## config.mk

```make
export PLATFORM = sky130hd
export DESIGN_NAME = router_rx_reader
export DESIGN_NICKNAME = d
export VERILOG_FILES = /design/src/rtl/router_rx_reader.sv
export SDC_FILE = /design/constraint.sdc
export NUM_CORES = 1
export LEC_CHECK = 0
export CAP_MARGIN = 20
export CORE_MARGIN = 2
export CORE_UTILIZATION = 42
export DETAILED_ROUTE_END_ITERATION = 12
export PLACE_DENSITY = 0.78
export SLEW_MARGIN = 20
export SYNTH_ARGS = -nofsm -noshare
export SYNTH_HDL_FRONTEND = slang
export SYNTH_SLANG_ARGS = --single-unit
```

## constraint.sdc

```tcl
create_clock -name clock -period 5 [get_ports clock]
set_input_delay 1.5 -clock clock [delete_from_list [all_inputs] [get_ports clock]]
set_output_delay 1.5 -clock clock [all_outputs]
set_load 0.05 [all_outputs]
```

## src/rtl/router_rx_reader.sv

```systemverilog
// router_rx_reader: pops packets from the router FIFO and strobes header, payload and parity bytes.
// Parity checking is built only when ROUTER_RX_PARITY_CHK_EN is defined; otherwise parity_err is tied low.
module router_rx_reader (
  input  logic       clock,
  input  logic       reset,
  input  logic       vld_out,
  input  logic [7:0] data_out,
  input  logic       soft_reset,
  input  logic       hold,
  output logic       read_enb,
  output logic [7:0] pkt_data,
  output logic       pkt_data_vld,
  output logic       pkt_sof,
  output logic       pkt_eof,
  output logic [5:0] pkt_len,
  output logic       parity_err,
  output logic       pkt_abort,
  output logic [7:0] pkt_count
);
  typedef enum logic [2:0] {IDLE, HDR_WAIT, PAYLOAD, PARITY_WAIT, DONE} state_t;
  state_t state, state_n;
  logic [6:0] remaining;
  logic inflight, pop_ok, abort;
  always_comb begin
    pop_ok = vld_out && !hold && !soft_reset && !reset;
    abort = soft_reset && state != IDLE;
    read_enb = state == IDLE ? pop_ok : state == PAYLOAD ? pop_ok && remaining != 7'd0 : 1'b0;
    state_n = state;
    if (abort) state_n = IDLE;
    else case (state)
      IDLE:        state_n = read_enb ? HDR_WAIT : IDLE;
      HDR_WAIT:    state_n = PAYLOAD;
      PAYLOAD:     state_n = read_enb && remaining == 7'd1 ? PARITY_WAIT : PAYLOAD;
      PARITY_WAIT: state_n = DONE;
      default:     state_n = IDLE;
    endcase
  end
  // remaining counts pops still owed, parity byte included; the pop that empties it is the parity pop
  always_ff @(posedge clock or posedge reset)
    if (reset) begin
      state <= IDLE;
      remaining <= '0;
      inflight <= 1'b0;
      pkt_data <= '0;
      pkt_data_vld <= 1'b0;
      pkt_sof <= 1'b0;
      pkt_eof <= 1'b0;
      pkt_len <= '0;
      pkt_abort <= 1'b0;
      pkt_count <= '0;
    end else begin
      state <= state_n;
      inflight <= read_enb;
      pkt_data_vld <= 1'b0;
      pkt_sof <= 1'b0;
      pkt_eof <= 1'b0;
      pkt_abort <= abort;
      if (!abort) case (state)
        HDR_WAIT: begin
          pkt_data <= data_out;
          pkt_data_vld <= 1'b1;
          pkt_sof <= 1'b1;
          pkt_len <= data_out[7:2];
          remaining <= {1'b0, data_out[7:2]} + 7'd1;
        end
        PAYLOAD: begin
          if (read_enb) remaining <= remaining - 7'd1;
          if (inflight) begin
            pkt_data <= data_out;
            pkt_data_vld <= 1'b1;
          end
        end
        PARITY_WAIT: begin
          pkt_data <= data_out;
          pkt_data_vld <= 1'b1;
          pkt_eof <= 1'b1;
        end
        DONE: pkt_count <= pkt_count + 8'd1;
        default: ;
      endcase
    end
`ifdef ROUTER_RX_PARITY_CHK_EN
  logic [7:0] par;
  always_ff @(posedge clock or posedge reset)
    if (reset) begin
      par <= '0;
      parity_err <= 1'b0;
    end else begin
      parity_err <= !abort && state == PARITY_WAIT && data_out != par;
      if (state == HDR_WAIT) par <= data_out;
      else if (state == PAYLOAD && inflight) par <= par ^ data_out;
    end
`else
  assign parity_err = 1'b0;
`endif
endmodule

```

==> run_results.csv <==
group,metric,value,unit
critical_path,cp_data_required_time,3.50,ns
critical_path,cp-end-kind,"output pin",
detailed_routing,postRouteAntennaNets,0,
layout,num_antenna_cells,0,
detailed_routing,vias,1401,
layout,multiInputGateArea,832,um2
flow_run,drv_cap,0,
clock_network,path_clk_slew,0.07,ns
floorplanning,dieArea,4890,um2
placement,dp_hpwl,2740,um
sta,final-hold-violation-count,0,
floorplanning,pin_count,41,
sta,drv_slew,0,
detailed_routing,first_iter_violations,81,
global_routing,grt_pass1_wl,6710,um
sta,setup_tns,0,ns
layout,area_growth,28.4,%
critical_path,cp.arrival,2.94,ns
sta,finalSetupViolCount,0,
critical_path,timing.rr.start,"remaining[0]$_DFFE_PP0P_",
yosys,ys_seq_area_frac,0.507,
layout,layout-drive-gt1-share,0.109,
critical_path,reg2reg_slack,2.99,ns
critical_path,critical_path_class,"primary input to output pin",
yosys,synth_nets,186,
global_routing,grt_pass1_vias,1441,
critical_path,start_kind,"primary input",
placement,globalplace.congestion,0.882,
clock_network,root_buffer,"clkbuf_8",
sta,worst_pin_slew,0.577,ns
critical_path,crit_buf_inv,2,
floorplanning,die_w,69.9,um
sta,period_minus_slack,4.44,ns
power,leakage,1.03,nW
yosys,synthCells,169,
sta,rsz0062_at_grt,"no",
yosys,ys_seq_elements,37,
clock_network,post_cts.repair.setup_buffers,0,
layout,ff_latch_area,926,um2
clock_network,cts_hold_buf,0,
sta,slew_headroom,0.615,
critical_path,critical-path-max-stage-delay,0.48,ns
layout,n_fill_cell,370,
yosys,yosysUniqueCellTypes,42,
critical_path,ff2ff_path_depth,6,
critical_path,crit_path_max_fanout,2,
clock_network,htreeDepth,2,
detailed_routing,drc,0,
critical_path,path_cells,"clkdlybuf4s50_1 -> nor4b_4 -> nand2_1 -> a31oi_1 -> buf_12",
run_status,outcome,"completed",
floorplanning,die_h,69.9,um
floorplanning,rows,23,
clock_network,insertion_delay,0.29,ns
power,peakVddDrop,238,uV
yosys,ys_warn_count,0,
detailed_routing,post_drt_via_cell_ratio,5.37,
floorplanning,start_util,0.447,
sta,fin_ws,0.560,ns
worst_hold_path,min_to,"pkt_len[3]$_DFFE_PP0P_",
worst_hold_path,hp-start,"pkt_len[3]$_DFFE_PP0P_",
global_routing,antenna_found_initial,0,
detailed_routing,drt_pass1_iterations,4,
floorplanning,core_area,4090,um2
layout,utilization,0.574,
critical_path,r2r_end,"remaining[1]$_DFFE_PP0P_",
clock_network,cts_resized,0,
yosys,syn-cell-area,1830,um2
yosys,syn_area_per_cell,10.8,um2
sta,fmax,225,MHz
detailed_routing,post_drt_wl_per_cell,14.4,um
power,p_per_area,361,nW/um2
detailed_routing,totalWireLength,3760,um
worst_hold_path,hold_path.class,"register to register",
clock_network,cts_tree,"yes",
worst_hold_path,hold_depth,2,
clock_network,cts_buffers,5,
placement,numPortBuffers,39,
power,power,0.846,mW
global_routing,grt_max_degree,29,
critical_path,crit_slowest_cell,"clkdlybuf4s50_1",
global_routing,overflow,0,
placement,place_ws,0.532,ns
sta,skew,0.00465,ns
clock_network,cts_buffer_depth,2,
global_routing,track_usage,0.171,
critical_path,crit_family,"buffers and inverters",
clock_network,clock-sinks,37,
sta,fin_crit_sh,0.888,
layout,final_nets,227,
==> kinds of logic after synthesis <==
kind of cell,Yosys count,share of synthesized area
xor gates and xnor gates,11,0.0528
muxes,10,0.0637
other,1,0.00205
adders and majority gates,4,0.0274
AOI/OAI and AO/OA,28,0.107
and+or+nand+nor,64,0.203
DFF,37,0.507
buffers and inverters,14,0.0370
==> worst max path at each step <==
stage | start | end | depth (start not counted) | slack, ns
after CTS | soft_reset | read_enb | 5 | 0.53
final | soft_reset | read_enb | 5 | 0.56
after floorplan | soft_reset | read_enb | 4 | 0.56
after global routing | soft_reset | read_enb | 5 | 0.47
after detailed placement | soft_reset | read_enb | 5 | 0.53
after global placement | soft_reset | read_enb | 5 | 0.56
==> state kept, by name, summed over array words and instances (netlist names) <==
name and count:
pkt_eof 1, pkt_data_vld 1, pkt_len 6, pkt_abort 1, inflight 1, state 3
remaining 7, pkt_data 8, pkt_sof 1, pkt_count 8
==> area by class of cell <==
cell class,count,share of cell area
Sequential cell,37,0.395
Multi-Input combinational cell,118,0.355
Timing Repair Buffer,41,0.177
Clock buffer,6,0.0309
Tap cell,50,0.0267
Inverter,7,0.0112
Clock inverter,2,0.00427
==> per-layer routing <==
layer  track usage  wire length (um)
met2         0.285              1850
met5             0                 0
met3        0.0418               141
met1         0.217              1710
met4        0.0577                59
==> layout by cell type, fill, tap and decap left out, types with 2 or more instances in the layout <==
master           instances
a21oi_1                 10
a2bb2oi_1                2
a31oi_1                  2
and3_1                   3
buf_4                    2
clkbuf_8                 5
clkdlybuf4s50_1         38
clkinv_2                 2
dfrtp_1                 37
ha_1                     4
inv_1                    5
inv_2                    2
mux2_1                   9
nand2_1                 23
nand3_1                  5
nand4_1                  4
nor2_1                  12
nor3_1                   5
nor3b_1                  2
o21ai_0                  4
o22ai_1                  2
o2bb2a_2                 2
xnor2_1                  9
xor2_1                   2
==> metrics by stage <==
stage | std cells | hold WS [ns] | area, um2
floorplan | 169 | 0.502 | 1830
finish | 261 | 0.477 | 2340
global placement | 253 | 0.462 | 2260
CTS | 261 | 0.482 | 2340
global route | 261 | 0.512 | 2340
detailed placement | 253 | 0.465 | 2260
==> where the power goes <==
part	internal (mW)	switching (mW)
Clock	0.0966	0.105
Combinational	0.0973	0.164
Sequential	0.345	0.0387
Total	0.539	0.308
==> synthesized netlist by cell type <==
library cell,n,share of area
a2bb2oi_1,2,0.0096
mux2_1,9,0.056
nand3_1,5,0.014
o2bb2a_2,2,0.012
buf_2,3,0.0082
o21ai_0,4,0.011
buf_4,1,0.0041
inv_2,1,0.0021
nor2_1,12,0.025
o31a_1,1,0.0048
and2_1,1,0.0034
nand2_4,1,0.0062
or4_4,1,0.0062
nor3b_4,1,0.010
clkbuf_1,2,0.0041
conb_1,1,0.0021
nor3_1,5,0.014
or3b_1,1,0.0048
or2b_1,1,0.0041
inv_1,6,0.012
nor3_4,1,0.0089
a31oi_1,2,0.0069
nor4b_4,1,0.013
and3_1,3,0.010
xnor2_1,9,0.043
a221o_1,1,0.0055
o21ai_1,1,0.0027
dfrtp_1,37,0.51
xor2_1,2,0.0096
nor3b_1,2,0.0082
nand4_1,4,0.014
a21oi_1,10,0.027
o21a_1,1,0.0041
o31ai_1,1,0.0041
nor4b_2,1,0.0082
nand3b_2,1,0.0062
o211ai_4,1,0.012
nand2_1,23,0.047
mux2_4,1,0.0082
buf_6,1,0.0062
o22ai_1,2,0.0069
ha_1,4,0.027
==> tightest hold or removal path: cells and delay by family (launching register included) <==
family           cells  cell delay, ns
DFF                  1            0.34
and+or+nand+nor      2            0.11
(Power assumes the default switching activity.)
